==> src/rtl/ddr_burst_responder_pkg.sv <==
`default_nettype none
// ============================================================================
// Module      : ddr_burst_responder_pkg
// Description : Shared types and constants for the DDR burst responder:
//               FSM state encoding, app command encodings and default widths.
// Revision    : 1.0 - initial release
// ============================================================================
package ddr_burst_responder_pkg;

  localparam int DEF_DDR_DATA_WIDTH  = 128;
  localparam int DEF_DDR_ADDR_WIDTH  = 28;
  localparam int DEF_BURST_LEN_WIDTH = 10;
  localparam int DEF_ADDR_STEP       = 8;

  // Native app port command encodings
  localparam logic [2:0] CMD_WRITE = 3'b000;
  localparam logic [2:0] CMD_READ  = 3'b001;

  typedef enum logic [2:0] {
    IDLE     = 3'd0,
    WR_REQ   = 3'd1,
    WR_ISSUE = 3'd2,
    WR_DONE  = 3'd3,
    RD_CMD   = 3'd4,
    RD_DRAIN = 3'd5,
    RD_DONE  = 3'd6
  } state_t;

endpackage
`default_nettype wire

==> src/rtl/ddr_burst_responder_if.sv <==
`default_nettype none
// ============================================================================
// Module      : ddr_burst_if / ddr_app_if
// Description : ddr_burst_if carries the burst request bus between the
//               DDR/cache initiator (master) and the burst responder (slave).
//               ddr_app_if carries the simplified DDR native app port between
//               the burst responder (master) and the DDR controller (slave).
// Ports       : burst bus - rd/wr req, len, addr, write data, data_req,
//                           read data/valid, finish pulses, busy
//               app port  - cmd channel (en/cmd/addr/rdy), write data channel
//                           (wren/end/data/rdy), read return (data/valid)
// Revision    : 1.0 - initial release
// ============================================================================
interface ddr_burst_if #(
  parameter int DDR_DATA_WIDTH  = 128,
  parameter int DDR_ADDR_WIDTH  = 28,
  parameter int BURST_LEN_WIDTH = 10
);
  logic                       rd_burst_req;
  logic                       wr_burst_req;
  logic [BURST_LEN_WIDTH-1:0] rd_burst_len;
  logic [BURST_LEN_WIDTH-1:0] wr_burst_len;
  logic [DDR_ADDR_WIDTH-1:0]  rd_burst_addr;
  logic [DDR_ADDR_WIDTH-1:0]  wr_burst_addr;
  logic [DDR_DATA_WIDTH-1:0]  wr_burst_data;
  logic                       wr_burst_data_req;
  logic                       rd_burst_data_valid;
  logic [DDR_DATA_WIDTH-1:0]  rd_burst_data;
  logic                       rd_burst_finish;
  logic                       wr_burst_finish;
  logic                       busy;

  modport master (
    output rd_burst_req, wr_burst_req, rd_burst_len, wr_burst_len,
           rd_burst_addr, wr_burst_addr, wr_burst_data,
    input  wr_burst_data_req, rd_burst_data_valid, rd_burst_data,
           rd_burst_finish, wr_burst_finish, busy
  );

  modport slave (
    input  rd_burst_req, wr_burst_req, rd_burst_len, wr_burst_len,
           rd_burst_addr, wr_burst_addr, wr_burst_data,
    output wr_burst_data_req, rd_burst_data_valid, rd_burst_data,
           rd_burst_finish, wr_burst_finish, busy
  );
endinterface

interface ddr_app_if #(
  parameter int DDR_DATA_WIDTH = 128,
  parameter int DDR_ADDR_WIDTH = 28
);
  logic                      app_en;
  logic [2:0]                app_cmd;
  logic [DDR_ADDR_WIDTH-1:0] app_addr;
  logic                      app_rdy;
  logic                      app_wdf_wren;
  logic                      app_wdf_end;
  logic [DDR_DATA_WIDTH-1:0] app_wdf_data;
  logic                      app_wdf_rdy;
  logic [DDR_DATA_WIDTH-1:0] app_rd_data;
  logic                      app_rd_data_valid;

  modport master (
    output app_en, app_cmd, app_addr, app_wdf_wren, app_wdf_end, app_wdf_data,
    input  app_rdy, app_wdf_rdy, app_rd_data, app_rd_data_valid
  );

  modport slave (
    input  app_en, app_cmd, app_addr, app_wdf_wren, app_wdf_end, app_wdf_data,
    output app_rdy, app_wdf_rdy, app_rd_data, app_rd_data_valid
  );
endinterface
`default_nettype wire

==> src/rtl/ddr_rd_return_reg.sv <==
`default_nettype none
// ============================================================================
// Module      : ddr_rd_return_reg
// Description : Registers read returns from the app port onto the burst bus
//               (one cycle latency) and counts the returned beats.
// Ports       : clk, rst          - clock, async active-high reset
//               active            - responder busy; returns ignored when low
//               clear             - zero the return counter (new burst)
//               app_rd_data/valid - raw read return from the controller
//               rd_burst_data/valid, ret_cnt - registered beat and count
// Revision    : 1.0 - initial release
// ============================================================================
module ddr_rd_return_reg #(
  parameter int DDR_DATA_WIDTH  = 128,
  parameter int BURST_LEN_WIDTH = 10
) (
  input  wire                        clk,
  input  wire                        rst,
  input  wire                        active,
  input  wire                        clear,
  input  wire [DDR_DATA_WIDTH-1:0]   app_rd_data,
  input  wire                        app_rd_data_valid,
  output logic [DDR_DATA_WIDTH-1:0]  rd_burst_data,
  output logic                       rd_burst_data_valid,
  output logic [BURST_LEN_WIDTH-1:0] ret_cnt
);

  logic w_take;

  // Returns arriving while idle are stray and must produce no output
  assign w_take = active && app_rd_data_valid;

  always_ff @(posedge clk or posedge rst) begin
    if (rst) begin
      rd_burst_data       <= '0;
      rd_burst_data_valid <= 1'b0;
      ret_cnt             <= '0;
    end else begin
      rd_burst_data_valid <= w_take;
      if (w_take) begin
        rd_burst_data <= app_rd_data;
      end
      if (clear) begin
        ret_cnt <= '0;
      end else if (w_take) begin
        ret_cnt <= ret_cnt + BURST_LEN_WIDTH'(1);
      end
    end
  end

endmodule
`default_nettype wire

==> src/rtl/ddr_burst_responder.sv <==
`default_nettype none
// ============================================================================
// Module      : ddr_burst_responder
// Description : Accepts read/write burst requests (start address, length)
//               and executes them beat by beat on a simplified DDR native
//               app port. Generates write-data requests, read data/valid and
//               one-cycle finish pulses for the initiator.
// Ports       : mem_clk             - clock
//               rst                 - async active-high reset
//               init_calib_complete - DDR ready; gates request acceptance
//               burst (slave)       - burst request bus from initiator
//               app (master)        - native app port to DDR controller
// Revision    : 1.0 - initial release
// ============================================================================
module ddr_burst_responder
  import ddr_burst_responder_pkg::*;
#(
  parameter int DDR_DATA_WIDTH  = DEF_DDR_DATA_WIDTH,
  parameter int DDR_ADDR_WIDTH  = DEF_DDR_ADDR_WIDTH,
  parameter int BURST_LEN_WIDTH = DEF_BURST_LEN_WIDTH,
  parameter int ADDR_STEP       = DEF_ADDR_STEP
) (
  input  wire        mem_clk,
  input  wire        rst,
  input  wire        init_calib_complete,
  ddr_burst_if.slave burst,
  ddr_app_if.master  app
);

  state_t r_state;
  state_t w_state_nx;

  logic [DDR_ADDR_WIDTH-1:0]  r_cur_addr;
  logic [BURST_LEN_WIDTH-1:0] r_len;
  logic [BURST_LEN_WIDTH-1:0] r_wr_cnt;
  logic [BURST_LEN_WIDTH-1:0] r_cmd_cnt;
  logic [BURST_LEN_WIDTH-1:0] w_ret_cnt;
  logic                       r_cmd_done;
  logic                       r_data_done;
  logic                       r_issue_first;
  logic [DDR_DATA_WIDTH-1:0]  r_wdata;

  logic       w_accept_wr;
  logic       w_accept_rd;
  logic       w_cmd_acc;
  logic       w_data_acc;
  logic       w_beat_done;
  logic       w_rd_cmd_acc;
  logic       w_app_en;
  logic [2:0] w_app_cmd;
  logic       w_wren;
  logic       w_data_req;
  logic       w_wr_fin;
  logic       w_rd_fin;

  localparam logic [DDR_ADDR_WIDTH-1:0]  c_addr_step = DDR_ADDR_WIDTH'(ADDR_STEP);
  localparam logic [BURST_LEN_WIDTH-1:0] c_one       = BURST_LEN_WIDTH'(1);

  // --------------------------------------------------------------------------
  // FSM state register
  // --------------------------------------------------------------------------
  always_ff @(posedge mem_clk or posedge rst) begin
    if (rst) begin
      r_state <= IDLE;
    end else begin
      r_state <= w_state_nx;
    end
  end

  // --------------------------------------------------------------------------
  // FSM next state and strobes
  // --------------------------------------------------------------------------
  always_comb begin
    w_state_nx   = r_state;
    w_accept_wr  = 1'b0;
    w_accept_rd  = 1'b0;
    w_cmd_acc    = 1'b0;
    w_data_acc   = 1'b0;
    w_beat_done  = 1'b0;
    w_rd_cmd_acc = 1'b0;
    w_app_en     = 1'b0;
    w_app_cmd    = CMD_WRITE;
    w_wren       = 1'b0;
    w_data_req   = 1'b0;
    w_wr_fin     = 1'b0;
    w_rd_fin     = 1'b0;

    case (r_state)
      IDLE: begin
        if (init_calib_complete) begin
          // Write wins when both requests are pending
          if (burst.wr_burst_req) begin
            w_accept_wr = 1'b1;
            w_state_nx  = (burst.wr_burst_len == '0) ? WR_DONE : WR_REQ;
          end else if (burst.rd_burst_req) begin
            w_accept_rd = 1'b1;
            w_state_nx  = (burst.rd_burst_len == '0) ? RD_DONE : RD_CMD;
          end
        end
      end

      WR_REQ: begin
        w_data_req = 1'b1;
        w_state_nx = WR_ISSUE;
      end

      WR_ISSUE: begin
        // Command and data channels complete independently; each strobe
        // is withdrawn as soon as its own channel has taken it.
        w_app_en   = !r_cmd_done;
        w_app_cmd  = CMD_WRITE;
        w_wren     = !r_data_done;
        w_cmd_acc  = w_app_en && app.app_rdy;
        w_data_acc = w_wren && app.app_wdf_rdy;
        if ((r_cmd_done || w_cmd_acc) && (r_data_done || w_data_acc)) begin
          w_beat_done = 1'b1;
          w_state_nx  = ((r_wr_cnt + c_one) == r_len) ? WR_DONE : WR_REQ;
        end
      end

      WR_DONE: begin
        w_wr_fin   = 1'b1;
        w_state_nx = IDLE;
      end

      RD_CMD: begin
        w_app_en  = 1'b1;
        w_app_cmd = CMD_READ;
        if (app.app_rdy) begin
          w_rd_cmd_acc = 1'b1;
          if ((r_cmd_cnt + c_one) == r_len) begin
            w_state_nx = RD_DRAIN;
          end
        end
      end

      RD_DRAIN: begin
        // ret_cnt and the registered valid update on the same edge, so the
        // cycle that sees ret_cnt==len is the last valid beat itself; the
        // finish pulse therefore lands one cycle later.
        if (w_ret_cnt == r_len) begin
          w_state_nx = RD_DONE;
        end
      end

      RD_DONE: begin
        w_rd_fin   = 1'b1;
        w_state_nx = IDLE;
      end

      default: begin
        w_state_nx = IDLE;
      end
    endcase
  end

  // --------------------------------------------------------------------------
  // Datapath: address, length, beat counters, channel-done flags, write data
  // --------------------------------------------------------------------------
  always_ff @(posedge mem_clk or posedge rst) begin
    if (rst) begin
      r_cur_addr    <= '0;
      r_len         <= '0;
      r_wr_cnt      <= '0;
      r_cmd_cnt     <= '0;
      r_cmd_done    <= 1'b0;
      r_data_done   <= 1'b0;
      r_issue_first <= 1'b0;
      r_wdata       <= '0;
    end else begin
      // WR_REQ always lasts exactly one cycle and leads to WR_ISSUE
      r_issue_first <= (r_state == WR_REQ);
      if (r_issue_first) begin
        r_wdata <= burst.wr_burst_data;
      end

      if (w_accept_wr) begin
        r_cur_addr  <= burst.wr_burst_addr;
        r_len       <= burst.wr_burst_len;
        r_wr_cnt    <= '0;
        r_cmd_cnt   <= '0;
        r_cmd_done  <= 1'b0;
        r_data_done <= 1'b0;
      end else if (w_accept_rd) begin
        r_cur_addr  <= burst.rd_burst_addr;
        r_len       <= burst.rd_burst_len;
        r_wr_cnt    <= '0;
        r_cmd_cnt   <= '0;
        r_cmd_done  <= 1'b0;
        r_data_done <= 1'b0;
      end else if (w_beat_done) begin
        r_wr_cnt    <= r_wr_cnt + c_one;
        r_cur_addr  <= r_cur_addr + c_addr_step;
        r_cmd_done  <= 1'b0;
        r_data_done <= 1'b0;
      end else if (w_rd_cmd_acc) begin
        r_cmd_cnt  <= r_cmd_cnt + c_one;
        r_cur_addr <= r_cur_addr + c_addr_step;
      end else begin
        if (w_cmd_acc) begin
          r_cmd_done <= 1'b1;
        end
        if (w_data_acc) begin
          r_data_done <= 1'b1;
        end
      end
    end
  end

  // --------------------------------------------------------------------------
  // Read return path
  // --------------------------------------------------------------------------
  ddr_rd_return_reg #(
    .DDR_DATA_WIDTH  (DDR_DATA_WIDTH),
    .BURST_LEN_WIDTH (BURST_LEN_WIDTH)
  ) u_rd_return (
    .clk                 (mem_clk),
    .rst                 (rst),
    .active              (r_state != IDLE),
    .clear               (w_accept_wr || w_accept_rd),
    .app_rd_data         (app.app_rd_data),
    .app_rd_data_valid   (app.app_rd_data_valid),
    .rd_burst_data       (burst.rd_burst_data),
    .rd_burst_data_valid (burst.rd_burst_data_valid),
    .ret_cnt             (w_ret_cnt)
  );

  // --------------------------------------------------------------------------
  // Outputs
  // --------------------------------------------------------------------------
  assign app.app_en       = w_app_en;
  assign app.app_cmd      = w_app_cmd;
  assign app.app_addr     = w_app_en ? r_cur_addr : '0;
  assign app.app_wdf_wren = w_wren;
  assign app.app_wdf_end  = w_wren;
  // The initiator's beat is only valid on the bus during the first issue
  // cycle; afterwards the captured copy is replayed under backpressure.
  assign app.app_wdf_data = !w_wren       ? '0 :
                            r_issue_first ? burst.wr_burst_data : r_wdata;

  assign burst.wr_burst_data_req = w_data_req;
  assign burst.wr_burst_finish   = w_wr_fin;
  assign burst.rd_burst_finish   = w_rd_fin;
  assign burst.busy              = (r_state != IDLE);

endmodule
`default_nettype wire
==> src/flat_wrapper.sv <==
// flat-port wrapper written by rule: the top's interface ports become plain ports
module ddr_burst_responder_flat import ddr_burst_responder_pkg::*;
#(
  parameter int DDR_DATA_WIDTH  = DEF_DDR_DATA_WIDTH,
  parameter int DDR_ADDR_WIDTH  = DEF_DDR_ADDR_WIDTH,
  parameter int BURST_LEN_WIDTH = DEF_BURST_LEN_WIDTH,
  parameter int ADDR_STEP       = DEF_ADDR_STEP
)
  (mem_clk, rst, init_calib_complete, burst_rd_burst_req, burst_wr_burst_req, burst_rd_burst_len, burst_wr_burst_len, burst_rd_burst_addr, burst_wr_burst_addr, burst_wr_burst_data, burst_wr_burst_data_req, burst_rd_burst_data_valid, burst_rd_burst_data, burst_rd_burst_finish, burst_wr_burst_finish, burst_busy, app_app_en, app_app_cmd, app_app_addr, app_app_wdf_wren, app_app_wdf_end, app_app_wdf_data, app_app_rdy, app_app_wdf_rdy, app_app_rd_data, app_app_rd_data_valid);
  ddr_burst_if #(.DDR_DATA_WIDTH(DDR_DATA_WIDTH), .DDR_ADDR_WIDTH(DDR_ADDR_WIDTH), .BURST_LEN_WIDTH(BURST_LEN_WIDTH)) burst_i ();
  ddr_app_if #(.DDR_DATA_WIDTH(DDR_DATA_WIDTH), .DDR_ADDR_WIDTH(DDR_ADDR_WIDTH)) app_i ();
  input  wire mem_clk;
  input  wire rst;
  input  wire init_calib_complete;
  input wire logic [$bits(burst_i.rd_burst_req)-1:0] burst_rd_burst_req;
  input wire logic [$bits(burst_i.wr_burst_req)-1:0] burst_wr_burst_req;
  input wire logic [$bits(burst_i.rd_burst_len)-1:0] burst_rd_burst_len;
  input wire logic [$bits(burst_i.wr_burst_len)-1:0] burst_wr_burst_len;
  input wire logic [$bits(burst_i.rd_burst_addr)-1:0] burst_rd_burst_addr;
  input wire logic [$bits(burst_i.wr_burst_addr)-1:0] burst_wr_burst_addr;
  input wire logic [$bits(burst_i.wr_burst_data)-1:0] burst_wr_burst_data;
  output wire logic [$bits(burst_i.wr_burst_data_req)-1:0] burst_wr_burst_data_req;
  output wire logic [$bits(burst_i.rd_burst_data_valid)-1:0] burst_rd_burst_data_valid;
  output wire logic [$bits(burst_i.rd_burst_data)-1:0] burst_rd_burst_data;
  output wire logic [$bits(burst_i.rd_burst_finish)-1:0] burst_rd_burst_finish;
  output wire logic [$bits(burst_i.wr_burst_finish)-1:0] burst_wr_burst_finish;
  output wire logic [$bits(burst_i.busy)-1:0] burst_busy;
  output wire logic [$bits(app_i.app_en)-1:0] app_app_en;
  output wire logic [$bits(app_i.app_cmd)-1:0] app_app_cmd;
  output wire logic [$bits(app_i.app_addr)-1:0] app_app_addr;
  output wire logic [$bits(app_i.app_wdf_wren)-1:0] app_app_wdf_wren;
  output wire logic [$bits(app_i.app_wdf_end)-1:0] app_app_wdf_end;
  output wire logic [$bits(app_i.app_wdf_data)-1:0] app_app_wdf_data;
  input wire logic [$bits(app_i.app_rdy)-1:0] app_app_rdy;
  input wire logic [$bits(app_i.app_wdf_rdy)-1:0] app_app_wdf_rdy;
  input wire logic [$bits(app_i.app_rd_data)-1:0] app_app_rd_data;
  input wire logic [$bits(app_i.app_rd_data_valid)-1:0] app_app_rd_data_valid;
  assign burst_i.rd_burst_req = burst_rd_burst_req;
  assign burst_i.wr_burst_req = burst_wr_burst_req;
  assign burst_i.rd_burst_len = burst_rd_burst_len;
  assign burst_i.wr_burst_len = burst_wr_burst_len;
  assign burst_i.rd_burst_addr = burst_rd_burst_addr;
  assign burst_i.wr_burst_addr = burst_wr_burst_addr;
  assign burst_i.wr_burst_data = burst_wr_burst_data;
  assign burst_wr_burst_data_req = burst_i.wr_burst_data_req;
  assign burst_rd_burst_data_valid = burst_i.rd_burst_data_valid;
  assign burst_rd_burst_data = burst_i.rd_burst_data;
  assign burst_rd_burst_finish = burst_i.rd_burst_finish;
  assign burst_wr_burst_finish = burst_i.wr_burst_finish;
  assign burst_busy = burst_i.busy;
  assign app_app_en = app_i.app_en;
  assign app_app_cmd = app_i.app_cmd;
  assign app_app_addr = app_i.app_addr;
  assign app_app_wdf_wren = app_i.app_wdf_wren;
  assign app_app_wdf_end = app_i.app_wdf_end;
  assign app_app_wdf_data = app_i.app_wdf_data;
  assign app_i.app_rdy = app_app_rdy;
  assign app_i.app_wdf_rdy = app_app_wdf_rdy;
  assign app_i.app_rd_data = app_app_rd_data;
  assign app_i.app_rd_data_valid = app_app_rd_data_valid;
  ddr_burst_responder #(.DDR_DATA_WIDTH(DDR_DATA_WIDTH), .DDR_ADDR_WIDTH(DDR_ADDR_WIDTH), .BURST_LEN_WIDTH(BURST_LEN_WIDTH), .ADDR_STEP(ADDR_STEP)) u_core (.mem_clk(mem_clk), .rst(rst), .init_calib_complete(init_calib_complete), .burst(burst_i), .app(app_i));
endmodule
==> config.mk <==
export PLATFORM = sky130hd
export DESIGN_NAME = ddr_burst_responder_flat
export DESIGN_NICKNAME = d
export VERILOG_FILES = /design/src/rtl/ddr_burst_responder_pkg.sv /design/src/rtl/ddr_burst_responder_if.sv /design/src/rtl/ddr_rd_return_reg.sv /design/src/rtl/ddr_burst_responder.sv /design/src/flat_wrapper.sv
export SDC_FILE = /design/constraint.sdc
export NUM_CORES = 1
export LEC_CHECK = 0
export CORE_AREA = 2 2 249 251
export DETAILED_ROUTE_END_ITERATION = 6
export DIE_AREA = 0 0 251 253
export RECOVER_POWER = 25
export SYNTH_ARGS = -nofsm -noshare
export SYNTH_HDL_FRONTEND = slang
export SYNTH_SLANG_ARGS = --single-unit
==> constraint.sdc <==
create_clock -name mem_clk -period 14.65 [get_ports mem_clk]
set_input_delay 2.93 -clock mem_clk [delete_from_list [all_inputs] [get_ports mem_clk]]
set_output_delay 2.93 -clock mem_clk [all_outputs]
set_load 0.02 [all_outputs]
# Word-level counts from Yosys, hierarchy flattened
# Index checks and enable logic that the tools add are counted.
[totals]
n_memories = 0
reg_bits = 331
romBits = 0
in_bits = 340
latchBits = 0
out_inout_bits = 295
elab_cells = 115
ramBits = 0
[classes]
addsub = 4
multipliers = 0
muxes = 58
n_div = 0
bitwise_logic = 0
eq_ne = 17
n_reduce_logical = 24
n_shift = 0
magnitude_cmp = 0
[op_table]
columns = ["operator", "n"]
rows = [
  ["$mux 128", 2],
  ["$mux 28", 5],
  ["$mux 10", 11],
  ["$add 10x1->10 const B", 3],
  ["$eq 10x10->1", 3],
  ["$add 28x4->28 const B", 1],
  ["$mux 1", 28],
  ["$mux 3", 7],
  ["$logic_not 10->1", 2],
  ["$pmux 3 s5", 1],
  ["$reduce_bool 4->1", 3],
  ["$eq 3x3->1 const B", 3],
  ["$reduce_bool 3->1", 3],
  ["$eq 3x2->1 const B", 2],
  ["$mux 2", 3],
  ["$ne 2x1->1 const B", 3],
  ["$reduce_and 2->1", 3],
  ["$reduce_and 6->1", 1],
  ["$logic_and 1x1->1", 4],
  ["$ne 2x2->1 const B", 2],
  ["$ne 4x1->1 const B", 1],
  ["$reduce_bool 2->1", 2],
  ["$eq 3x1->1 const B", 1],
  ["$logic_not 3->1", 1],
  ["other kinds (5)", 8],
]

# Longest topological paths before layout
# Gate-level depths: netlist of the first run.
[logic_depth]
ltp_word = 9
depth_mapped = 10
mapped_depth_nobuf = 7

# By module
# A second synthesis of the first run with hierarchy kept.
[unflattened]
cells_unflattened = 1273
hier_area_um2 = 15314.7
[by_module_without_submodules]
columns = ["module", "n_inst", "cells_per_inst", "area_each_um2"]
rows = [
  ["ddr_burst_responder", 1, 949, 10045.9],
  ["ddr_rd_return_reg", 1, 324, 5268.8],
]

# Worst setup path before layout of the first run
# Ideal clock, no wire load.
[synth_timing]
path_kind = "in2out"
start = "input burst_wr_burst_data[127]"
end = "output app_app_wdf_data[127]"
cell_stages = 2
t_arrival_ps = 3398
t_required_ps = 11720
slack_ps = 8322
cell_sequence = "mux2_2 > and2_1"
[synth_between]
elab_chain_len = 2
[synth_rtl]
columns = ["item", "line_no", "text"]
rows = [
  ["start: declaration", "flat_wrapper.sv:21", "input wire logic [$bits(burst_i.wr_burst_data)-1:0] burst_wr_burst_data;"],
  ["$mux 128", "ddr_burst_responder.sv:239", "r_issue_first ? burst.wr_burst_data : r_wdata;"],
  ["$mux 128", "ddr_burst_responder.sv:238", "assign app.app_wdf_data = !w_wren ? '0 :"],
  ["end: declaration", "flat_wrapper.sv:33", "output wire logic [$bits(app_i.app_wdf_data)-1:0] app_app_wdf_data;"],
]
# Every way passes these cells.

==> run metrics, run 1 <==
postcts setup bufs 0; Register Area 8290 µm²; Synth Area per Inst 9.94 µm²; Nets 2,466; cell internal pwr 0.00298 W; clock share of power 0.211; max incr delay on CP 3060 ps; CP Class in2async; DRT iter0 DRCs 732; Final Max Slew Viols 121; Syn Inst Count 1,528; DR pass1 iterations 6; Worst-path clk slew 50 ps; Power Density 207 nW/µm²; Reg power frac 0.325; FP Rows 91; crit share post-route 0.548; Hold WC Path Type reg2reg; setup_tns 0 ps; GR Overflow Total 0; Hold Buf Count CTS 0; Inserted Clock Buffers 42; clock skew 25.4 ps; CP bufs+invs 4; Detailed Place HPWL 41,100 µm; largest net degree at the start of global routing 121; H-tree depth 2; Worst Path Required 15,190 ps; Critical Path Most Common Cell buf_4; Worst-Margin Slew 5590 ps; DP Area 22,200 µm²; initial antenna violation count 7; Yosys top cell area share 0.545; outcome complete, but fails checks; Logic pwr share 0.464; P&R area growth vs syn 55.5%; Syn Std Cell Area 15,200 µm²; CTS tree yes; DRC 0; die area 63,500 µm²; Resize count post-CTS 0; IO Count 635; GP Congestion 0.832; sw power 0.00191 W; crit-path max FO 120; peak supply drop 116 µV; Setup violations, final 0; top post-synthesis cells by area dfrtp_1, nand2_1, mux2_2, and2_1, clkbuf_1; final WL 56,400 µm; core area 61,000 µm²; ys flop type dfrtp_1; count of input and output buffers 632; area of the multi-input gates 6450 µm²; Die Span Y 253 µm; Crit-path slowest cell clkinvlp_2; Async SR Flop Fraction 1.00; Fmax 125 MHz; largest area contributor in the netlist dfrtp_1; first-pass GRT wire length 83,700 µm; number of synthesized flops with an enable pin 0; CP cell instances dlygate4sd3_1 > clkinvlp_2 > buf_4 > buf_4; total track usage 0.171; FILL cells 6,021; Final Hold Fails 0; WL/cell 19.1 µm; Place WS 7320 ps; crit path launch type input port; Top Family by Delay on Critical Path buffers and inverters; Via density 4.52; Max transition margin -2.73; via count 13.3k; Seq cells post-synth 331; share of cells above drive strength 1 0.0738; switch share 0.391; sequential-to-total area share from yosys stat 0.545; Total Power 0.00489 W; Max clock buf depth 3; vias in the first global route 13.7k; Initial Utilization 0.249; post-layout min period 8020 ps; failing checks capacitance limit, slew limit; Worst-Skew Late Latency 560 ps; Critical Path End Type asynchronous set/reset pin; DIE WIDTH 251 µm; Post-Layout Inst Area 23,600 µm²; Max Cap Viol 1; RSZ-0062 raised after global routing no; arrival time worst endpoint 8560 ps; yosys warns 0; CTS root buffer clkbuf_16; Yosys cell types 54; Antenna Nets Post-Route 0; R2R setup slack 11,530 ps; setup slack after layout 6630 ps; CTS sink count 331; Static Leak 10.2 nW
==> registers in the layout (all words and copies together), names as in the netlist, 3 cells and up <==
| register | count |
|---|---|
| u_core.r_len | 10 |
| u_core.r_cur_addr | 28 |
| u_core.r_cmd_cnt | 10 |
| u_core.r_wdata | 128 |
| u_core.r_state | 3 |
| u_core.u_rd_return.ret_cnt | 10 |
| u_core.u_rd_return.rd_burst_data | 128 |
| u_core.r_wr_cnt | 10 |
==> power groups by stage <==
stage,logic [W],clock network (W),registers [W]
global route,0.00246,0.00111,0.00164
global placement,0.00229,0,0.00158
finish,0.00227,0.00103,0.00159
detailed placement,0.00233,0,0.00160
floorplan,0.00112,0,0.00172
CTS,0.00234,0.00107,0.00159
==> final timing paths <==
kind	depth (start not counted)	start	end
setup / recovery	4	rst	u_core.r_cur_addr[2]
hold / removal	1	u_core.r_cur_addr[27]	u_core.r_cur_addr[27]
setup reg to reg	6	u_core.r_state[2]	u_core.u_rd_return.rd_burst_data[22]
hold reg to reg	1	u_core.r_cur_addr[27]	u_core.r_cur_addr[27]
max in group mem_clk	4	burst_wr_burst_data[98]	app_app_wdf_data[98]
min in group asynchronous	2	rst	u_core.r_wdata[54]
==> Yosys cell counts (all sizes together) (2+ instances only) <==
| library cell | instances |
|---|---|
| a211oi | 7 |
| a21o | 3 |
| a21oi | 33 |
| a222oi | 13 |
| a2bb2oi | 2 |
| a311oi | 2 |
| a31oi | 6 |
| and2 | 135 |
| and3 | 13 |
| and4 | 4 |
| buf | 22 |
| clkbuf | 76 |
| dfrtp | 331 |
| ha | 4 |
| inv | 21 |
| mux2 | 128 |
| nand2 | 428 |
| nand3 | 25 |
| nand4 | 15 |
| nor2 | 56 |
| nor2b | 30 |
| nor3 | 18 |
| nor3b | 3 |
| nor4 | 4 |
| nor4b | 4 |
| o21ai | 39 |
| o221ai | 7 |
| o22a | 2 |
| o22ai | 19 |
| o31ai | 4 |
| o32a | 7 |
| o41ai | 5 |
| or3 | 4 |
| xnor2 | 25 |
| xor2 | 22 |
==> area by class of cell <==
type / count / share of cell area
Sequential cell: 331 / 0.351
Multi-Input combinational cell: 1079 / 0.273
Timing Repair Buffer: 647 / 0.273
Clock buffer: 62 / 0.0511
Tap cell: 790 / 0.0418
Clock inverter: 14 / 0.00678
Inverter: 21 / 0.00350
Antenna cell: 5 / 0.000530
==> kinds of logic after synthesis <==
group                    count (synthesis)  share of synthesized area
other                                    1                   0.000247
flip-flops                             331                      0.545
AND/OR/NAND/NOR                        742                      0.228
multiplexers                           128                     0.0949
AO/OA/AOI/OAI                          156                     0.0686
adder cells (fa/ha/maj)                  4                    0.00329
buffers and inverters                  119                     0.0327
XOR/XNOR                                47                     0.0271
==> per-layer routing <==
metal / global-route usage / share of wire
met1: 0.205 / 0.40
met2: 0.285 / 0.48
met3: 0.0587 / 0.085
met4: 0.0594 / 0.030
met5: 0 / 0.00023
==> cell usage in the layout (no fill, tap or decap), types with 6 or more instances in the layout <==
cell	count
nor3_1	17
o32a_1	7
clkbuf_1	13
o221ai_1	7
inv_1	19
dlygate4sd3_1	67
o22ai_1	19
dfrtp_1	330
clkdlybuf4s50_1	565
mux2_1	63
xor2_1	22
clkbuf_16	43
and2_1	135
clkbuf_8	6
o21ai_0	38
a211oi_1	7
mux2_2	65
buf_4	15
nand4_1	15
a21oi_1	33
xnor2_1	25
nor2b_1	29
a222oi_1	13
nor2_1	52
clkinv_2	7
a31oi_1	6
nand2_1	427
nand3_1	25
and3_1	13
==> per-stage QoR <==
| stage | hold WS [ps] | util | cells |
|---|---|---|---|
| 3_3_place_gp | 457 | 0.365 | 2868 |
| 5_1_grt | 499 | 0.387 | 2948 |
| 2_1_floorplan | 440 | - | 1529 |
| 6_report | 468 | 0.387 | 2949 |
| 4_1_cts | 475 | 0.387 | 2944 |
| 3_5_place_dp | 461 | 0.365 | 2868 |
Power figures use the tool's default switching activity.
==> run 2: changes to the inputs <==
==> constraint.sdc (replaced) <==
create_clock -name mem_clk -period 8 [get_ports mem_clk]
set_input_delay 1.6 -clock mem_clk [delete_from_list [all_inputs] [get_ports mem_clk]]
set_output_delay 1.6 -clock mem_clk [all_outputs]
set_load 0.02 [all_outputs]
==> run metrics, run 2 (synthesis results as in run 1) <==
Die Span Y 253 µm (unchanged); RSZ-0062 raised after global routing no; Worst-Skew Late Latency 550 ps (about the same); post-layout min period 6370 ps; via count 13.5k (+0.85%); R2R setup slack 2490 ps (-9040 ps); Resize count post-CTS 0 (unchanged); R2R cell count 6 (unchanged); crit-path max FO 59 (-51%); Fmax 157 MHz; Worst Path Required 6400 ps (-8790 ps); IO Count 635 (unchanged); DIE WIDTH 251 µm (unchanged); most frequent cells in the layout clkdlybuf4s50_1, nand2_1, dfrtp_1; count of input and output buffers 632 (unchanged); DP Area 22,300 µm² (+0.13%); postcts setup bufs 0 (unchanged); post-layout util 0.389 (+0.00166); Setup violations, final 0 (unchanged); Reg2Reg Capture Point u_core.u_rd_return.rd_burst_data[122]; Detailed Place HPWL 41,300 µm (+0.36%); Inserted Clock Buffers 43 (+2.4%); GRT met2 Usage 0.286 (+0.000554); Critical Path End Type primary output; Static Leak 10.2 nW (+0.34%); Hold WC Path Type reg2reg; DRT iter0 DRCs 742 (+1.4%); DR pass1 iterations 6 (unchanged); Reg power frac 0.323 (-0.002); final WL 56,400 µm (-0.13%); Top Registers u_core.r_wdata: 128 flops, u_core.u_rd_return.rd_burst_data: 128 flops, u_core.r_cur_addr: 28 flops; crit share post-route 0.796; clock skew 13.5 ps (-11.9 ps); vias in the first global route 14.0k (+2.1%); FILL cells 5,987 (-0.56%); P&R area growth vs syn 56.1%; CP Class reg2out; cell internal pwr 0.00554 W (+86%); core area 61,000 µm² (unchanged); Logic pwr share 0.458 (-0.006); commonest non-fill, non-tap cell in the layout clkdlybuf4s50_1; die area 63,500 µm² (unchanged); total track usage 0.171 (+0.000187); Max Cap Viol 4 (+3); H-tree depth 2 (unchanged); Via density 4.56 (+0.85%); Initial Utilization 0.249 (unchanged); setup_tns 0 ps (unchanged); CTS sink count 331 (unchanged); outcome complete, but fails checks; Antenna Nets Post-Route 0 (unchanged); FP Rows 91 (unchanged); share of cells above drive strength 1 0.0783 (+0.00450); Final Hold Fails 0 (unchanged); sw power 0.00349 W (+82%); Worst-Margin Slew 2500 ps (-3100 ps); Max transition margin -0.664 (+2.06); clock share of power 0.220 (+0.009); Worst-path clk slew 60 ps (about the same); most used routing layer met2; GP Congestion 0.830 (-0.24%); peak supply drop 217 µV (+87%); Max clock buf depth 3 (unchanged); WL/cell 19.1 µm (-0.13%); GRT met3 Usage 0.0654 (+0.00668); CTS tree yes; DRC 0 (unchanged); arrival time worst endpoint 4770 ps (-3790 ps); Hold Buf Count CTS 0 (unchanged); largest net degree at the start of global routing 139 (+15%); initial antenna violation count 8 (+1); crit path launch type flip-flop; Nets 2,468 (+0.081%); GR Overflow Total 0 (unchanged); Final Max Slew Viols 182 (+50%); Worst Setup EP app_app_wdf_data[87]; first-pass GRT wire length 84,200 µm (+0.54%); Post-Layout Inst Area 23,700 µm² (+0.43%); M1 GR Usage 0.202 (-0.00314); switch share 0.387 (-0.00486); failing checks capacitance limit, slew limit; r2r startpoint u_core.r_state[2]; CTS root buffer clkbuf_16; Critical Path Start u_core.r_issue_first; Power Density 381 nW/µm² (+84%)
run 2: cell count changes in the layout (fill, tap and decap cells not counted), sizes merged, moves of 2 or more:
cell           before  now
clkdlybuf4s50     565  604
clkbuf             62   71
diode               5    1
clkinvlp            1    3
dlygate4sd3        67   28
clkinv             10    6
run 2: metrics by stage:
stage | hold slack [ps] | std cells | setup slack [ps] | power [W]
finish | 470 | 2949 | 1630 | 0.00903
global route | 489 | 2948 | 1320 | 0.00965
CTS | 475 | 2948 | 2710 | 0.00924
detailed placement | 461 | 2869 | 3320 | 0.00718
global placement | 457 | 2869 | 3330 | 0.00709
floorplan | 440 | 1529 | 1980 | 0.00520
run 2: final cells by class:
cell class | count | area, µm² | share of cell area
sequential | 331 | 8280 | 0.349
timing repair buffer | 648 | 6460 | 0.272
multi-input combinational | 1079 | 6440 | 0.271
clock buffer | 69 | 1360 | 0.0572
tap | 790 | 988 | 0.0417
clock inverter | 10 | 110 | 0.00464
inverter | 21 | 81.3 | 0.00343
antenna | 1 | 2.50 | 0.000105
run 2: worst min path at each step:
stage	depth (start not counted)	startpoint	endpoint
floorplan	1	u_core.r_cur_addr[27]	u_core.r_cur_addr[27]
global placement	2	u_core.u_rd_return.rd_burst_data[77]	u_core.u_rd_return.rd_burst_data[77]
detailed placement	2	u_core.u_rd_return.rd_burst_data[65]	u_core.u_rd_return.rd_burst_data[65]
CTS	1	u_core.r_cur_addr[27]	u_core.r_cur_addr[27]
global route	2	u_core.u_rd_return.rd_burst_data[56]	u_core.u_rd_return.rd_burst_data[56]
finish	2	u_core.u_rd_return.rd_burst_data[57]	u_core.u_rd_return.rd_burst_data[57]
run 2: critical path, stage by stage (launching register included):
cell and delay (ps):
dfrtp_1 2020, clkbuf_1 980, mux2_1 460, and2_1 170, clkdlybuf4s50_1 530
run 2: power groups by stage:
stage | Sequential, W | Combinational [W] | Clock, W
after detailed placement | 0.00294 | 0.00424 | 0
after global routing | 0.00301 | 0.00451 | 0.00213
final | 0.00291 | 0.00413 | 0.00199
after global placement | 0.00291 | 0.00419 | 0
after floorplan | 0.00315 | 0.00205 | 0
after CTS | 0.00293 | 0.00426 | 0.00205
run 2: metal layers:
layer / part of all wire / up-vias
met5: 0.0015 / -
met4: 0.029 / 14
met3: 0.098 / 98
met2: 0.47 / 560
met1: 0.40 / 6500
li1: - / 6280
